--- src/rtl/rr_grant_ctrl_pkg.sv ---
// rtl/rr_grant_ctrl_pkg.sv - shared types and helpers for the round-robin grant controller
package rr_grant_ctrl_pkg;

  localparam int MAX_REQ = 16;

  typedef enum logic [1:0] {
    IDLE    = 2'd0,
    GRANT   = 2'd1,
    RELEASE = 2'd2
  } arb_state_t;

  function automatic logic [3:0] onehot_to_idx(input logic [MAX_REQ-1:0] oh);
    logic [3:0] idx;
    idx = '0;
    for (int i = 0; i < MAX_REQ; i++) begin
      if (oh[i]) idx = 4'(i);
    end
    return idx;
  endfunction

endpackage

--- src/rtl/rr_grant_ctrl_if.sv ---
// rtl/rr_grant_ctrl_if.sv - request/grant bundle between requesters and the arbiter
interface rr_grant_ctrl_if #(
  parameter int N_REQ    = 4,
  parameter int MAX_HOLD = 8
);
  localparam int IW = $clog2(N_REQ);
  localparam int HW = $clog2(MAX_HOLD + 1);

  logic [N_REQ-1:0] req;
  logic [N_REQ-1:0] gnt;
  logic             gnt_valid;
  logic [IW-1:0]    gnt_id;
  logic [HW-1:0]    hold_cnt;

  modport master (output req, input gnt, gnt_valid, gnt_id, hold_cnt);
  modport slave  (input req, output gnt, gnt_valid, gnt_id, hold_cnt);
endinterface

--- src/rtl/rr_grant_ctrl_prio_pick.sv ---
// rtl/rr_grant_ctrl_prio_pick.sv - rotated priority encoder: first set req at or after ptr, with wrap
module rr_prio_pick #(
  parameter int N_REQ = 4,
  parameter int IW    = $clog2(N_REQ)
) (
  input  logic [N_REQ-1:0] i_req,
  input  logic [IW-1:0]    i_ptr,
  output logic             o_found,
  output logic [IW-1:0]    o_idx
);
  int         w_j;
  logic [IW-1:0] w_pos;

  // Walk offsets from farthest to nearest so the nearest hit is the last write.
  always_comb begin
    o_found = 1'b0;
    o_idx   = '0;
    w_j     = 0;
    w_pos   = '0;
    for (int k = N_REQ - 1; k >= 0; k--) begin
      w_j = int'(i_ptr) + k;
      if (w_j >= N_REQ) w_j = w_j - N_REQ;
      w_pos = IW'(w_j);
      if (i_req[w_pos]) begin
        o_found = 1'b1;
        o_idx   = w_pos;
      end
    end
  end
endmodule

--- src/rtl/rr_grant_ctrl.sv ---
// rtl/rr_grant_ctrl.sv - round-robin arbiter with registered one-hot grant, hold limit and release gap
module rr_grant_ctrl
  import rr_grant_ctrl_pkg::*;
#(
  parameter int N_REQ    = 4,
  parameter int MAX_HOLD = 8
) (
  input logic          clk,
  input logic          rst,
  rr_grant_ctrl_if.slave bus
);
  localparam int IW = $clog2(N_REQ);
  localparam int HW = $clog2(MAX_HOLD + 1);

  arb_state_t       r_state, w_state_n;
  logic [IW-1:0]    r_ptr, w_ptr_n;
  logic [N_REQ-1:0] r_gnt, w_gnt_n;
  logic             r_gnt_valid;
  logic [IW-1:0]    r_gnt_id, w_gnt_id_n;
  logic [HW-1:0]    r_hold, w_hold_n;
  logic             w_found;
  logic [IW-1:0]    w_pick;

  rr_prio_pick #(.N_REQ(N_REQ), .IW(IW)) u_pick (
    .i_req   (bus.req),
    .i_ptr   (r_ptr),
    .o_found (w_found),
    .o_idx   (w_pick)
  );

  always_ff @(posedge clk or posedge rst) begin
    if (rst) begin
      r_state     <= IDLE;
      r_ptr       <= '0;
      r_gnt       <= '0;
      r_gnt_valid <= 1'b0;
      r_gnt_id    <= '0;
      r_hold      <= '0;
    end else begin
      r_state     <= w_state_n;
      r_ptr       <= w_ptr_n;
      r_gnt       <= w_gnt_n;
      r_gnt_valid <= |w_gnt_n;
      r_gnt_id    <= w_gnt_id_n;
      r_hold      <= w_hold_n;
    end
  end

  always_comb begin
    w_state_n  = r_state;
    w_ptr_n    = r_ptr;
    w_gnt_n    = r_gnt;
    w_gnt_id_n = r_gnt_id;
    w_hold_n   = r_hold;
    case (r_state)
      GRANT: begin
        if (bus.req[r_gnt_id] && (r_hold < HW'(MAX_HOLD))) begin
          w_hold_n = r_hold + HW'(1);
        end else begin
          w_state_n  = RELEASE;
          w_gnt_n    = '0;
          w_gnt_id_n = '0;
          w_hold_n   = '0;
          w_ptr_n    = (r_gnt_id == IW'(N_REQ - 1)) ? '0 : r_gnt_id + IW'(1);
        end
      end
      default: begin
        // IDLE and RELEASE both arbitrate; RELEASE itself already provided the gap cycle.
        w_gnt_n    = '0;
        w_gnt_id_n = '0;
        w_hold_n   = '0;
        w_state_n  = IDLE;
        if (w_found) begin
          w_state_n  = GRANT;
          w_gnt_n    = N_REQ'(1) << w_pick;
          w_gnt_id_n = w_pick;
          w_hold_n   = HW'(1);
        end
      end
    endcase
  end

  assign bus.gnt       = r_gnt;
  assign bus.gnt_valid = r_gnt_valid;
  assign bus.gnt_id    = r_gnt_id;
  assign bus.hold_cnt  = r_hold;

  a_onehot : assert property (@(posedge clk) disable iff (rst) $onehot0(bus.gnt));
  a_req_before_gnt : assert property (@(posedge clk) disable iff (rst)
    (bus.gnt & ~$past(bus.req)) == '0);
  // A grant can only move to another owner through a zero cycle.
  a_no_back_to_back : assert property (@(posedge clk) disable iff (rst)
    (bus.gnt_valid && $past(bus.gnt_valid)) |-> $stable(bus.gnt));
  a_id_matches : assert property (@(posedge clk) disable iff (rst)
    bus.gnt_valid |-> (4'(bus.gnt_id) == onehot_to_idx(MAX_REQ'(bus.gnt))));
endmodule

--- src/flat_wrapper.sv ---
// flat-port wrapper written by rule: the top's interface ports become plain ports
module rr_grant_ctrl_flat import rr_grant_ctrl_pkg::*;
#(
  parameter int N_REQ    = 4,
  parameter int MAX_HOLD = 8
)
  (clk, rst, bus_req, bus_gnt, bus_gnt_valid, bus_gnt_id, bus_hold_cnt);
  rr_grant_ctrl_if #(.N_REQ(N_REQ), .MAX_HOLD(MAX_HOLD)) bus_i ();
  input logic clk;
  input logic rst;
  input wire logic [$bits(bus_i.req)-1:0] bus_req;
  output wire logic [$bits(bus_i.gnt)-1:0] bus_gnt;
  output wire logic [$bits(bus_i.gnt_valid)-1:0] bus_gnt_valid;
  output wire logic [$bits(bus_i.gnt_id)-1:0] bus_gnt_id;
  output wire logic [$bits(bus_i.hold_cnt)-1:0] bus_hold_cnt;
  assign bus_i.req = bus_req;
  assign bus_gnt = bus_i.gnt;
  assign bus_gnt_valid = bus_i.gnt_valid;
  assign bus_gnt_id = bus_i.gnt_id;
  assign bus_hold_cnt = bus_i.hold_cnt;
  rr_grant_ctrl #(.N_REQ(N_REQ), .MAX_HOLD(MAX_HOLD)) u_core (.clk(clk), .rst(rst), .bus(bus_i));
endmodule
--- config.mk ---
export PLATFORM = sky130hd
export DESIGN_NAME = rr_grant_ctrl_flat
export DESIGN_NICKNAME = d
export VERILOG_FILES = /design/src/rtl/rr_grant_ctrl_pkg.sv /design/src/rtl/rr_grant_ctrl_if.sv /design/src/rtl/rr_grant_ctrl_prio_pick.sv /design/src/rtl/rr_grant_ctrl.sv /design/src/flat_wrapper.sv
export SDC_FILE = /design/constraint.sdc
export NUM_CORES = 1
export LEC_CHECK = 0
export CORE_MARGIN = 5
export CORE_UTILIZATION = 46
export CTS_CLUSTER_DIAMETER = 30
export DETAILED_ROUTE_END_ITERATION = 7
export GPL_ROUTABILITY_DRIVEN = 1
export GPL_TIMING_DRIVEN = 0
export PLACE_DENSITY = 0.75
export SYNTH_ARGS = -nofsm -noshare
export SYNTH_HDL_FRONTEND = slang
export SYNTH_SLANG_ARGS = --single-unit
export TNS_END_PERCENT = 20
--- constraint.sdc ---
create_clock -name clk -period 1.78 [get_ports clk]
set_input_delay 0.267 -clock clk [delete_from_list [all_inputs] [get_ports clk]]
set_output_delay 0.267 -clock clk [all_outputs]
set_load 0.05 [all_outputs]
==> metrics.md, run 1 <==
| Metric | Value |
|---|---|
| Max-Cap Viols | `0` |
| CP delay by family, top | `buffers and inverters` |
| Share of cells above drive strength 1 | `0.1688` |
| Fin. max-slew vios | `0` |
| CTS tree | `built` |
| Seq. cell area | `376.6 um2` |
| Fin. Hold Viols | `0` |
| Crit path buf inv count | `1` |
| Worst path depth | `1` |
| Sink Count | `15` |
| H-tree level count | `1` |
| HPWL Detailed | `1032 um` |
| Synthesized flop and latch total | `15` |
| Worst-path clk slew | `90 ps` |
| # Post-CTS Setup Buffers | `0` |
| Worst Path Required | `1510 ps` |
| Slowest-stage cell, CP | `clkdlybuf4s50_1` |
| Largest stage delay, worst path | `between 800 and 900 ps` |
| Post-route clock skew | `roughly 12 ps` |
| Area of the multi-input gates | `roughly 330 um2` |
| Top cell type's share of synthesized area | `0.5338` |
| Simple-Gate Fraction of Synth Area | `0.1708` |
| Drt pass-1 iters | `3` |
| CP cell instances | `clkdlybuf4s50_1` |
| Mean Syn Cell Area | `between 10 and 15 um2` |
| Via/cell ratio | `approximately 5.5` |
| VDD IR-drop max | `between 1000 and 1500 uV` |
| Synth Area in Compound Gates | `0.1584` |
| Core ar. | `around 1500 um2` |
| Worst Hold Class | `primary input to async pin` |
| Register-to-Register Path Depth | `4` |
| Vias in the first global route | `between 500 and 600` |
| Syn nets | `65` |
| Yosys cell types | `27` |
| Static leakage | `about 0.47 nW` |
| Area grow syn2layout | `31.67%` |
| Root Driver | `clkbuf_4` |
| FILL cells | `between 100 and 150` |
| Largest family of logic cells by synthesized area | `simple AND/OR/NAND/NOR gates` |
| Setup Total Neg Slack | `0 ps` |
| Area share of xor/xnor cells in the synthesized design | `0.01246` |
| Largest net degree at the start of global routing | `16` |
| Crit start category | `flop` |
| Crit path kind | `flop to output port` |
| Multiplexer share of the synthesized area | `0.07829` |
| Ant diodes | `0` |
| Post-DRT Antenna Nets | `0` |
| Synthesized area | `approximately 700 um2` |
| DR WL/cell | `14.37 um` |
| Crit end category | `output port` |
| Layout Nets | `86` |
| Starting DRT DRC Count | `5` |
| Fin crit share | `0.9693` |
| IO Pins | `17` |
| Pwr/cell area | `1925 nW/um2` |
| Slew margin rel. | `0.6377` |
| Total grt overflow | `0` |
| YS warnings | `0` |
| Synth top area cells | `dfrtp_1, o31ai_1, ha_1` |
| Final wirelength | `roughly 1300 um` |
| Status | `finished clean` |
| Die ar. | `2410 um2` |
| Post-synthesis sequential area ratio | `0.5338` |
| Tmin final | `roughly 1700 ps` |
| Post-synth top area cell | `dfrtp_1` |
| Clk buf depth | `2` |
| RSZ-0062 raised after global routing | `no` |
| Die Y-Extent | `around 50 um` |
| Die W | `roughly 49 um` |
| Crit Path Max Fanout | `3` |
| Adder-Cell Fraction of Synth Area | `0.03559` |
| Fmax achieved | `slightly below 600 MHz` |
| Starting Density | `0.4779` |
| Row cnt | `14` |
| Clk Latency, worst-skew pair | `between 200 and 300 ps` |
| Vias post-DR | `around 520` |
| Slew @ Worst Pin | `between 500 and 600 ps` |
| Final Wtd Congestion | `around 0.74` |
| WP data arrival | `between 1000 and 1500 ps` |
| Global Route Usage Sum | `0.1194` |
| Finish-stage setup viols | `0` |
| Port Buf Inserts | `16` |
| CTS buffer count | `3` |
| Initial antenna violation count | `0` |
| Post-Syn Instances | `57` |
| Residual DRC count | `0` |
| Reg2Reg Setup Slack | `130 ps` |
| Placed Area | `just under 900 um2` |
| Global-route wire length before repair | `2256 um` |
| Design area | `925.9 um2` |
==> metrics by stage <==
stage,hold slack (ps),total power [mW],instances,util,setup WS (ps)
2_1_floorplan,168.4,1.306,57,-,5.340
3_3_place_gp,493.4,1.600,89,0.6012,-233.1
3_5_place_dp,501.7,1.623,89,0.6012,-282.4
4_1_cts,336.5,1.790,93,0.6156,19.32
5_1_grt,375.9,1.909,93,0.6293,11.04
6_report,316.4,1.782,93,0.6293,54.69
==> cell usage in the layout (no fill, tap or decap), types with 3 or more instances in the layout <==
master           netlist  routed
dfrtp_1               15      14
clkdlybuf4s50_1        0       7
dlygate4sd2_1          0       5
nand2_1                4       4
dlymetal6s2s_1         0       4
nand2b_1               3       3
o21ai_0                3       3
nor2_1                 3       3
clkbuf_4               0       3
==> kinds of logic after synthesis <==
| family | count (synthesis) |
|---|---|
| buf+inv | 2 |
| simple gates | 19 |
| mux | 4 |
| compound gates | 14 |
| flops | 15 |
| fa+ha+maj | 2 |
| xor+xnor | 1 |
==> power by group <==
group	leakage (nW)	switching, mW	internal [mW]
combinational	0.260	0.630	0.365
sequential	0.189	0.112	0.482
clock	0.0177	0.109	0.0836
total	0.467	0.852	0.931
==> cell type report <==
type | instances | share of cell area
clock inverter | 1 | 0.005405
tap | 16 | 0.02162
inverter | 2 | 0.008108
multi-input combinational | 40 | 0.3568
sequential | 15 | 0.4068
timing repair buffer | 16 | 0.1770
clock buffer | 3 | 0.02432
==> cells in the mapped netlist (all sizes together) <==
master	number
nand2b	3
and2	1
o21ai	3
nor3b	2
xnor2	1
mux2	2
nor4	1
inv	2
a221oi	1
nand3	1
dfrtp	15
nor2b	2
a22o	1
a32o	2
a21oi	1
mux4	1
o31ai	4
o31a	1
nor2	4
or2	1
mux2i	1
o2bb2ai	1
ha	2
nand2	4
==> sequential cells by signal, indices dropped and copies added, names as in the netlist <==
name and cells:
u_core.bus.gnt_id 2, u_core.r_ptr 2, u_core.bus.gnt 4, u_core.bus.hold_cnt 4, u_core.r_state 2, u_core.bus.gnt_valid 1
==> layer usage <==
layer / GRT usage / vias to the layer above / wire length (um)
met5: 0 / - / 0
met1: 0.1489 / 251 / 611
li1: - / 251 / -
met3: 0.05810 / 2 / 66
met2: 0.1845 / 12 / 650
met4: 0.02691 / 0 / 7
==> worst paths after layout <==
| kind | end | startpoint |
|---|---|---|
| max | bus_gnt[3] | u_core.bus.gnt[3] |
| min | u_core.r_state[1] | rst |
| max reg2reg | u_core.r_ptr[0] | u_core.bus.gnt_id[0] |
| min reg2reg | u_core.bus.gnt[2] | u_core.bus.gnt[2] |
| max in group asynchronous | u_core.bus.gnt_id[0] | rst |
| min in group clk | u_core.bus.gnt[2] | u_core.bus.gnt[2] |
==> what timing repair did <==
action,in CTS,in global routing
hold buffers,0,0
endpoints found under the setup margin,5,11
cloned,0,0
hold endpoints to repair,0,0
gates resized for setup,5,6
No activity file was read; power rests on OpenSTA's default activity.
==> run 2: changes to the inputs <==
--- a/config.mk
+++ b/config.mk
@@ -5,13 +5,17 @@
 export SDC_FILE = /design/constraint.sdc
 export NUM_CORES = 1
 export LEC_CHECK = 0
+export ABC_AREA = 1
+export CELL_PAD_IN_SITES_DETAIL_PLACEMENT = 1
+export CELL_PAD_IN_SITES_GLOBAL_PLACEMENT = 1
+export CORE_ASPECT_RATIO = 0.75
 export CORE_MARGIN = 5
-export CORE_UTILIZATION = 46
+export CORE_UTILIZATION = 35
 export CTS_CLUSTER_DIAMETER = 30
 export DETAILED_ROUTE_END_ITERATION = 7
 export GPL_ROUTABILITY_DRIVEN = 1
 export GPL_TIMING_DRIVEN = 0
-export PLACE_DENSITY = 0.75
+export PLACE_DENSITY_LB_ADDON = 0.1
 export SYNTH_ARGS = -nofsm -noshare
 export SYNTH_HDL_FRONTEND = slang
 export SYNTH_SLANG_ARGS = --single-unit
==> run 2 against run 1 <==
Core utilization down 15 points; final area up 22%; count of clock-buffer cells in the layout up 1; sequential share of layout area down 7.3 points; setup slack worse by 0.87 ps; global-route usage up 2.6 points; clock skew down 9.5 ps; die area up 51%; synthesized area up 25%; cell count up 91%; critical path depth unchanged; critical path type unchanged.
==> metrics.md, run 2 <==
| Metric | Value |
|---|---|
| Status | `finished clean` |
| Core ar. | `2346 um2 (+59%)` |
| Total grt overflow | `0 (unchanged)` |
| Synthesized flop and latch total | `15 (unchanged)` |
| Fin crit share | `0.9698 (about the same)` |
| Post-DRT Antenna Nets | `0 (unchanged)` |
| Seq. cell area | `375.4 um2 (-0.33%)` |
| Synthesized area | `880.8 um2 (+25%)` |
| Crit path buf inv count | `1 (unchanged)` |
| Root Driver | `clkbuf_4` |
| Main flop type after synthesis | `dfrtp_1` |
| Syn nets | `132 (+100%)` |
| DR WL/cell | `12.46 um (-13%)` |
| Final wirelength | `2217 um (+66%)` |
| H-tree level count | `1 (unchanged)` |
| WP data arrival | `1460 ps (about the same)` |
| Finished Layout Cells | `178 (+91%)` |
| CTS tree | `built` |
| Die ar. | `3630 um2 (+51%)` |
| Crit path kind | `flop to output port` |
| Post-synth EDFFs | `0 (unchanged)` |
| Synth top area cells | `dfrtp_1, nand2_1, nand2_2` |
| Vias post-DR | `818 (+59%)` |
| Comb power frac | `0.681 (+0.122)` |
| Tmin final | `1726 ps (+0.8736 ps)` |
| Area grow syn2layout | `27.84%` |
| YS warnings | `0 (unchanged)` |
| Pwr/cell area | `2136 nW/um2 (+11%)` |
| Commonest cells after routing, fill and taps aside | `nand2_1, inv_1, dfrtp_1` |
| Area of the multi-input gates | `435.4 um2 (+32%)` |
| Global Route Usage Sum | `0.1451 (+0.02573)` |
| IO Pins | `17 (unchanged)` |
| Port Buf Inserts | `16 (unchanged)` |
| Worst Path Required | `1510 ps (about the same)` |
| Most common library cell in the layout ignoring fill and taps | `nand2_1` |
| Die Y-Extent | `53.45 um (+8.9%)` |
| Ant diodes | `0 (unchanged)` |
| Most frequent cell after synthesis | `nand2_1` |
| Drt pass-1 iters | `3 (unchanged)` |
| Fin. Hold Viols | `0 (unchanged)` |
| FILL cells | `315 (+140%)` |
| Top cell type's share of synthesized area | `0.4261 (-0.1077)` |
| Via/cell ratio | `4.596 (-17%)` |
| Post-route clock skew | `2.918 ps (-9.496 ps)` |
| Share of cells above drive strength 1 | `0.1458 (-0.02300)` |
| Starting Density | `0.3755 (-0.1024)` |
| Crit Path Max Fanout | `2 (-1)` |
| Sink Count | `15 (unchanged)` |
| Final Wtd Congestion | `0.7669 (+4.1%)` |
| CTS buffer count | `3 (unchanged)` |
| Crit end category | `output port` |
| HPWL Detailed | `1814 um (+76%)` |
| Static leakage | `0.6490 nW (+39%)` |
| Cts hold-fix bufs | `0 (unchanged)` |
| Largest net degree at the start of global routing | `16 (unchanged)` |
| Clk Latency, worst-skew pair | `280 ps (about the same)` |
| Worst-path clk slew | `90 ps (about the same)` |
| Sw Share | `0.5489 (+0.07112)` |
| Slowest-stage cell, CP | `clkdlybuf4s50_1` |
| Max-Cap Viols | `0 (unchanged)` |
| Fmax achieved | `579.3 MHz (about the same)` |
| Global-route wire length before repair | `3836 um (+70%)` |
| Yosys cell types | `17 (-37%)` |
| Fin. max-slew vios | `0 (unchanged)` |
| CP delay by family, top | `buffers and inverters` |
| Switching power | `1.321 mW (+55%)` |
| Sequential Power Share | `0.239 (-0.094)` |
| Clk buf depth | `2 (unchanged)` |
| Residual DRC count | `0 (unchanged)` |
| Slew margin rel. | `0.6097 (-0.02798)` |
| Mean Syn Cell Area | `7.104 um2 (-42%)` |
| Finish-stage setup viols | `0 (unchanged)` |
| Post-synth top cells | `nand2_1, inv_1, dfrtp_1` |
| Slew @ Worst Pin | `584.8 ps (+41.92 ps)` |
| Cell-internal power | `1.085 mW (+17%)` |
| Starting DRT DRC Count | `11 (+6)` |
| Vias in the first global route | `886 (+74%)` |
| Crit start category | `flop` |
| Clock Power Share | `0.080 (-0.028)` |
| Pwr Total | `2.406 mW (+35%)` |
| CP cell instances | `clkdlybuf4s50_1` |
| Largest stage delay, worst path | `810 ps (about the same)` |
| Row cnt | `15 (+1)` |
| Post-synth top area cell | `dfrtp_1` |
| RSZ-0062 raised after global routing | `yes` |
| Worst Hold Class | `primary input to async pin` |
| Layout Nets | `153 (+78%)` |
| Post-Syn Instances | `124 (+120%)` |
| Placed Cells | `174 (+96%)` |
| FFs w/ async S/R, synth | `1.000 (unchanged)` |
| Post-synthesis sequential area ratio | `0.4261 (-0.1077)` |
| VDD IR-drop max | `824.3 uV (-31%)` |
| Initial antenna violation count | `0 (unchanged)` |
| Die W | `67.93 um (+38%)` |
[run 2: cell count changes in the layout (fill, tap and decap cells not counted), sizes merged, moves of 4 or more]
cell / before / now
a21oi: 1 / 5
nor2: 4 / 14
nand2: 4 / 50
inv: 2 / 19
o31ai: 4 / 0
o21ai: 3 / 7
nand3: 1 / 6
[run 2: final timing paths]
kind | to | depth (start not counted) | from | slack, ps
max in group asynchronous | u_core.r_ptr[1] | 2 | rst | 1050
max reg2reg | u_core.bus.gnt_valid | 13 | u_core.r_ptr[0] | 150
min reg2reg | u_core.bus.gnt[0] | 2 | u_core.bus.gnt[0] | 510
max | bus_hold_cnt[3] | 1 | u_core.bus.hold_cnt[3] | 50
min | u_core.bus.hold_cnt[0] | 2 | rst | 350
min in group clk | u_core.bus.gnt[0] | 2 | u_core.bus.gnt[0] | 510
[run 2: cell type report]
class / count / share of cell area
sequential: 15 / 0.3333
inverter: 19 / 0.06333
buffer: 1 / 0.01000
tap: 34 / 0.03778
multi-input combinational: 89 / 0.3867
clock buffer: 4 / 0.02333
timing repair buffer: 16 / 0.1456
[run 2: cell families after synthesis]
family | count (synthesis) | share of synthesized area
and+or+nand+nor | 72 | 0.3580
buffers and inverters | 20 | 0.09375
DFF | 15 | 0.4261
AOI/OAI and AO/OA | 14 | 0.08381
adders and majority gates | 2 | 0.02840
xor gates and xnor gates | 1 | 0.009945
[run 2: stage by stage]
| step | util | worst slack [ps] | hold slack [ps] | area, um2 | setup TNS [ps] |
|---|---|---|---|---|---|
| after floorplan | - | 129.8 | 168.5 | 880.8 | 0 |
| after global placement | 0.4619 | -122.0 | 489.1 | 1084 | -439.5 |
| after detailed placement | 0.4619 | -172.2 | 492.1 | 1084 | -1069 |
| after CTS | 0.4715 | 9.067 | 362.1 | 1106 | 0 |
| after global routing | 0.4800 | -18.47 | 385.9 | 1126 | -18.47 |
| final | 0.4800 | 53.82 | 347.1 | 1126 | 0 |
[run 2: routing by layer]
metal / global-route usage / part of all wire
met1: 0.1864 / 0.51
met2: 0.2336 / 0.46
met3: 0.04459 / 0.024
met4: 0.03960 / 0.0054
met5: 0 / 0
[run 2: what timing repair did]
| action | CTS | global route |
|---|---|---|
| gates resized for setup | 3 | 6 |
| endpoints found under the hold margin | 0 | 0 |
| setup buffers | 0 | 0 |
| cloned | 0 | 0 |
| setup endpoints to repair | 3 | 7 |
[run 2: power by group through the flow]
| stage | Clock, mW | Combinational [mW] | Sequential, mW |
|---|---|---|---|
| 2_1_floorplan | 0 | 0.919 | 0.854 |
| 3_3_place_gp | 0 | 1.57 | 0.581 |
| 3_5_place_dp | 0 | 1.63 | 0.584 |
| 4_1_cts | 0.206 | 1.62 | 0.579 |
| 5_1_grt | 0.220 | 1.84 | 0.595 |
| 6_report | 0.193 | 1.64 | 0.575 |
